File: config.mk
export PLATFORM = sky130hd
export DESIGN_NAME = mem_access_ctrl
export DESIGN_NICKNAME = d
export VERILOG_FILES = /design/src/rtl/mem_pkg.sv /design/src/rtl/mem_access_ctrl.sv
export SDC_FILE = /design/constraint.sdc
export NUM_CORES = 1
export LEC_CHECK = 0
export CAP_MARGIN = 10
export CORE_MARGIN = 1
export CORE_UTILIZATION = 42
export DETAILED_ROUTE_END_ITERATION = 6
export PLACE_DENSITY_LB_ADDON = 0.3
export SLEW_MARGIN = 5
export SYNTH_ARGS = -nofsm -noshare
export SYNTH_HDL_FRONTEND = slang
export SYNTH_SLANG_ARGS = --single-unit
File: constraint.sdc
create_clock -name clk -period 2.1 [get_ports clk]
set_clock_uncertainty 0.2 [all_clocks]
set_input_delay 0.315 -clock clk [delete_from_list [all_inputs] [get_ports clk]]
set_output_delay 0.315 -clock clk [all_outputs]
set_load 0.05 [all_outputs]
File: src/rtl/mem_pkg.sv
// Shared definitions for the CPU-side memory access controller:
// default geometry, memory read/write pin encoding and the FSM state
// encoding. The verify states exist only when MEM_CTRL_VERIFY_EN is defined.
package mem_pkg;

    localparam int MEM_DATA_W = 8;
    localparam int MEM_ADDR_W = 4;
    localparam int MEM_DEPTH  = 8;

    // Level driven on the memory rw pin.
    localparam logic MEM_RD = 1'b0;
    localparam logic MEM_WR = 1'b1;

    typedef enum logic [2:0] {
        ST_IDLE        = 3'd0,
        ST_WRITE       = 3'd1,
        ST_RD_ISSUE    = 3'd2,
        ST_RD_CAPTURE  = 3'd3,
        ST_RESP        = 3'd4
`ifdef MEM_CTRL_VERIFY_EN
        ,
        ST_VFY_ISSUE   = 3'd5,
        ST_VFY_CAPTURE = 3'd6
`endif
    } state_t;

    // A verify read fails if the memory did not flag its data as valid
    // or if the byte read back differs from the byte that was stored.
    function automatic logic verify_failed(
        input logic [MEM_DATA_W-1:0] written,
        input logic [MEM_DATA_W-1:0] read_back,
        input logic                  read_ok
    );
        logic fail;
        if (!read_ok) begin
            fail = 1'b1;
        end else begin
            fail = (written != read_back);
        end
        return fail;
    endfunction

endpackage

File: src/rtl/mem_access_ctrl.sv
// mem_access_ctrl: single-outstanding load/store initiator between the CPU
// datapath and the byte memory. Accepts one request in IDLE, sequences the
// memory rw/address/data pins, and returns a one-cycle response.
// Optional build macro: MEM_CTRL_VERIFY_EN adds a read-back after each store
// and flags a mismatch on rsp_err.
module mem_access_ctrl
    import mem_pkg::*;
#(
    parameter int DATA_W = MEM_DATA_W,
    parameter int ADDR_W = MEM_ADDR_W,
    parameter int DEPTH  = MEM_DEPTH
) (
    input  logic                     clk,
    input  logic                     clr,
    // CPU request channel
    input  logic                     req_valid,
    output logic                     req_ready,
    input  logic                     req_we,
    input  logic [ADDR_W-1:0]        req_addr,
    input  logic signed [DATA_W-1:0] req_wdata,
    // CPU response channel
    output logic                     rsp_valid,
    output logic signed [DATA_W-1:0] rsp_rdata,
    output logic                     rsp_err,
    // Memory pins
    output logic                     mem_clr,
    output logic                     mem_rw,
    output logic [ADDR_W-1:0]        mem_address,
    output logic signed [DATA_W-1:0] mem_data_in,
    input  logic signed [DATA_W-1:0] mem_data_out,
    input  logic                     mem_out_valid
);

    // One extra bit so DEPTH itself is representable in the range compare.
    localparam logic [ADDR_W:0] DEPTH_LIM = (ADDR_W + 1)'(DEPTH);

    state_t                     state_r;
    logic                       rsp_valid_r;
    logic                       rsp_err_r;
    logic signed [DATA_W-1:0]   rsp_rdata_r;
    logic                       mem_rw_r;
    logic [ADDR_W-1:0]          mem_address_r;
    logic signed [DATA_W-1:0]   mem_data_in_r;
    logic                       addr_ok_s;

    // Address range check on the incoming request.
    always_comb begin
        addr_ok_s = 1'b0;
        if ({1'b0, req_addr} < DEPTH_LIM) begin
            addr_ok_s = 1'b1;
        end else begin
            addr_ok_s = 1'b0;
        end
    end

    // Controller FSM with registered response and memory-pin outputs.
    // mem_address and mem_data_in double as the captured request fields;
    // they only change when an in-range request is accepted.
    always_ff @(posedge clk) begin
        if (clr) begin
            state_r       <= ST_IDLE;
            rsp_valid_r   <= 1'b0;
            rsp_err_r     <= 1'b0;
            rsp_rdata_r   <= '0;
            mem_rw_r      <= MEM_RD;
            mem_address_r <= '0;
            mem_data_in_r <= '0;
        end else begin
            rsp_valid_r <= 1'b0;
            mem_rw_r    <= MEM_RD;
            case (state_r)
                ST_IDLE: begin
                    if (req_valid) begin
                        if (!addr_ok_s) begin
                            state_r     <= ST_RESP;
                            rsp_valid_r <= 1'b1;
                            rsp_err_r   <= 1'b1;
                        end else if (req_we) begin
                            state_r       <= ST_WRITE;
                            mem_rw_r      <= MEM_WR;
                            mem_address_r <= req_addr;
                            mem_data_in_r <= req_wdata;
                        end else begin
                            state_r       <= ST_RD_ISSUE;
                            mem_address_r <= req_addr;
                        end
                    end else begin
                        state_r <= ST_IDLE;
                    end
                end
                ST_WRITE: begin
`ifdef MEM_CTRL_VERIFY_EN
                    state_r <= ST_VFY_ISSUE;
`else
                    state_r     <= ST_RESP;
                    rsp_valid_r <= 1'b1;
                    rsp_err_r   <= 1'b0;
`endif
                end
                ST_RD_ISSUE: begin
                    // Memory registers the addressed byte at this closing edge.
                    state_r <= ST_RD_CAPTURE;
                end
                ST_RD_CAPTURE: begin
                    state_r     <= ST_RESP;
                    rsp_valid_r <= 1'b1;
                    if (mem_out_valid) begin
                        rsp_rdata_r <= mem_data_out;
                        rsp_err_r   <= 1'b0;
                    end else begin
                        rsp_err_r   <= 1'b1;
                    end
                end
`ifdef MEM_CTRL_VERIFY_EN
                ST_VFY_ISSUE: begin
                    state_r <= ST_VFY_CAPTURE;
                end
                ST_VFY_CAPTURE: begin
                    // Read-back is compared only; rsp_rdata keeps the last load.
                    state_r     <= ST_RESP;
                    rsp_valid_r <= 1'b1;
                    rsp_err_r   <= verify_failed(mem_data_in_r, mem_data_out,
                                                 mem_out_valid);
                end
`endif
                ST_RESP: begin
                    state_r <= ST_IDLE;
                end
                default: begin
                    state_r <= ST_IDLE;
                end
            endcase
        end
    end

    assign req_ready   = (state_r == ST_IDLE);
    assign rsp_valid   = rsp_valid_r;
    assign rsp_err     = rsp_err_r;
    assign rsp_rdata   = rsp_rdata_r;
    assign mem_clr     = clr;
    assign mem_rw      = mem_rw_r;
    assign mem_address = mem_address_r;
    assign mem_data_in = mem_data_in_r;

endmodule

==> metrics <==
Clock Latency Late Sink=0.30 ns; Min-Delay Path Class=register to register; vias=934; synth unique cells=25; Crit-path slowest cell=clkdlybuf4s50_1; Synth area leader=dfxtp_1; Flop pwr share=0.542; Overflow after GRT=0; CTS Hold Buffers Added=0; Finished Cell Area=1613 sq um; ant diodes=0; Async S/R FF share, synth=0; CTS tree=yes; CP bufs+invs=1; initial antenna violation count=0; R2R Setup Slk=0.64 ns; Worst Path Required=1.58 ns; Hold Path Depth=2; DRT Pass-1 Iters=3; Avg Cell Area, Syn=9.560 sq um; Reg2Reg Capture Point=mem_data_in[6]$_SDFFE_PP0P_; Seq cells post-synth=26; Ys Warns=0; CP Data Arrival Time=1.52 ns; vias per cell=4.942; sw frac=0.2602; layout cells sized above 1=0.05660; Starting Density=0.4439; Post-synth EDFFs=0; HPWL after DPL=1.710 mm; Routed Antenna Nets=0; CP cell instances=clkdlybuf4s50_1; Post-Syn Nets=139; Worst Max-Slew Pin Slew=0.5348 ns; TritonCTS Buffers=3; DRC viols=0; Final Hold Fails=0; Overall Global Routing Usage=0.1753; Gate Count Post-Synth=114; hold path endpoint=rsp_rdata[2]$_SDFFE_PP0P_; io pins=50; Die Span Y=52.94 um; Psw=0.2515 mW; nature of the critical path startpoint=register; final setup violation count=0; P&R area growth vs syn=47.99%; P_int=0.7150 mW; postcts setup bufs=0; Crit Path Class=register to primary output; post-cts resize count=0; DP Area=1577 sq um; routability cong.=0.7373; Top FF cell, synth=dfxtp_1; Combinational Power Share=0.211; first-pass GRT wire length=3.615 mm; Finished Core Util=0.6570; CP max stage delay=0.84 ns; Die W=52.94 um; Seq/Total Area, Yosys=0.4776; fin crit share=0.9708; CP delay by family, top=buffers and inverters; Leak=0.5702 nW; Area contributors post-synth=dfxtp_1 48%, nand2b_1 13%, mux2i_1 10%; final setup TNS=0 ns; Final nets=185; wire per inst=11.86 um; core area=2455 sq um; total length of routed wires=2.242 mm; Worst VDD drop=390.9 uV; Layout Cells excl Fill=189; clock tree buffer depth=2; first-iteration detailed-routing DRC count=5; post-synth top area share=0.4776; setup repair after global routing missed its margin=false; largest net degree at the start of global routing=38; Root Driver=clkbuf_4; Die ar.=2803 sq um; I/O Buffers=49; Pins Over Slew Limit=0; outcome=completed; Mapped Area=1090 sq um; post-route minimum period=2.039 ns; Pwr per Cell Area=599.2 nW/um^2; most common cell in the synthesized netlist=dfxtp_1; htree depth=1; Std-Cell Rows=18; r2r worst-path depth=3; Max Fclk=0.4905 GHz; vias in the first global route=898; Sink Count=26; r2r startpoint=state_r[1]$_SDFF_PP0_; Critical Path End Type=primary output; clock slew at reported path FFs=0.12 ns; clock share of power=0.247; DP Cell Count=185; Commonest cells post-synth=26 x dfxtp_1, 23 x nand2b_1, 16 x nand2_1, 11 x mux2i_1, 9 x a21oi_1; Max Cap Violations=0; Max-slew headroom=0.6423; hold path start=rsp_rdata[2]$_SDFFE_PP0P_; Crit Path Max Fanout=2
-- cells in the final DEF (no fill, tap or decap), drive strengths merged --
cell type | synthesis | final
nor2b | 2 | 2
and2b | 2 | 2
nor3 | 5 | 5
a22o | 1 | 1
and4b | 1 | 1
nand2b | 23 | 23
clkdlybuf4s50 | 0 | 47
inv | 1 | 1
o21a | 1 | 1
a211oi | 1 | 1
mux2i | 11 | 11
clkbuf | 2 | 4
and3 | 1 | 1
nand4b | 1 | 1
a311oi | 1 | 1
nor2 | 1 | 1
nor3b | 1 | 1
and2 | 1 | 1
dfxtp | 26 | 26
a21oi | 9 | 9
buf | 7 | 3
nand2 | 16 | 16
-- worst max-delay path by stage --
stage,start,end,slack (ns),cells after the start
6_report,rsp_err$_SDFFE_PP0P_,rsp_err,0.06,1
4_1_cts,rsp_err$_SDFFE_PP0P_,rsp_err,0.07,1
2_1_floorplan,state_r[2]$_SDFF_PP0_,req_ready,0.08,2
3_5_place_dp,req_valid,mem_data_in[6]$_SDFFE_PP0P_,0.24,4
3_3_place_gp,req_valid,mem_data_in[1]$_SDFFE_PP0P_,0.32,4
5_1_grt,mem_data_in[5]$_SDFFE_PP0P_,mem_data_in[5],0.03,1
-- flip-flops by register name, indices dropped and copies added (netlist names) --
register     flops
mem_data_in      8
mem_address      4
state_r          3
rsp_err          1
rsp_valid        1
mem_rw           1
rsp_rdata        8
-- cells by family (layout without fill, tap and decap cells) --
| logic type | after synthesis | in the layout | share of synthesized area |
|---|---|---|---|
| AND/OR/NAND/NOR | 54 | 54 | 0.2836 |
| flip-flops | 26 | 26 | 0.4776 |
| AO/OA/AOI/OAI | 13 | 13 | 0.07119 |
| multiplexers | 11 | 11 | 0.1010 |
| buffers and inverters | 10 | 55 | 0.06658 |
-- final cells by class --
cell class | instances | area (sq um)
fillers | 215 | 842.1
flip-flops and latches | 26 | 520.5
repair buffers | 50 | 518.0
multi-input cells | 78 | 496.7
well taps | 30 | 37.54
clock buffers | 4 | 36.28
inverters | 1 | 3.754
-- through the flow --
| stage | hold slack, ns | worst slack (ns) | total power, mW |
|---|---|---|---|
| finish | 0.2669 | 0.06141 | 0.9664 |
| global route | 0.3013 | 0.02997 | 1.014 |
| CTS | 0.2700 | 0.06552 | 0.9782 |
| detailed placement | 0.2517 | 0.2407 | 0.7383 |
| global placement | 0.2427 | 0.3210 | 0.7341 |
| floorplan | 0.2510 | 0.07771 | 0.6542 |
-- power groups by stage --
stage	clock (mW)	sequential (mW)	combinational (mW)
after floorplan	0	0.575	0.0793
after global placement	0	0.533	0.201
after detailed placement	0	0.534	0.205
after CTS	0.250	0.523	0.205
after global routing	0.273	0.526	0.215
final	0.238	0.524	0.204
-- routing by layer --
| layer | track usage | vias to the layer above | wire (um) |
|---|---|---|---|
| met5 | 0 | - | 0 |
| met4 | 0.07018 | 0 | 34 |
| met3 | 0.03161 | 4 | 139 |
| met2 | 0.3228 | 34 | 1136 |
| met1 | 0.1951 | 432 | 931 |
| li1 | - | 464 | - |
No activity file was read; power rests on OpenSTA's default activity.
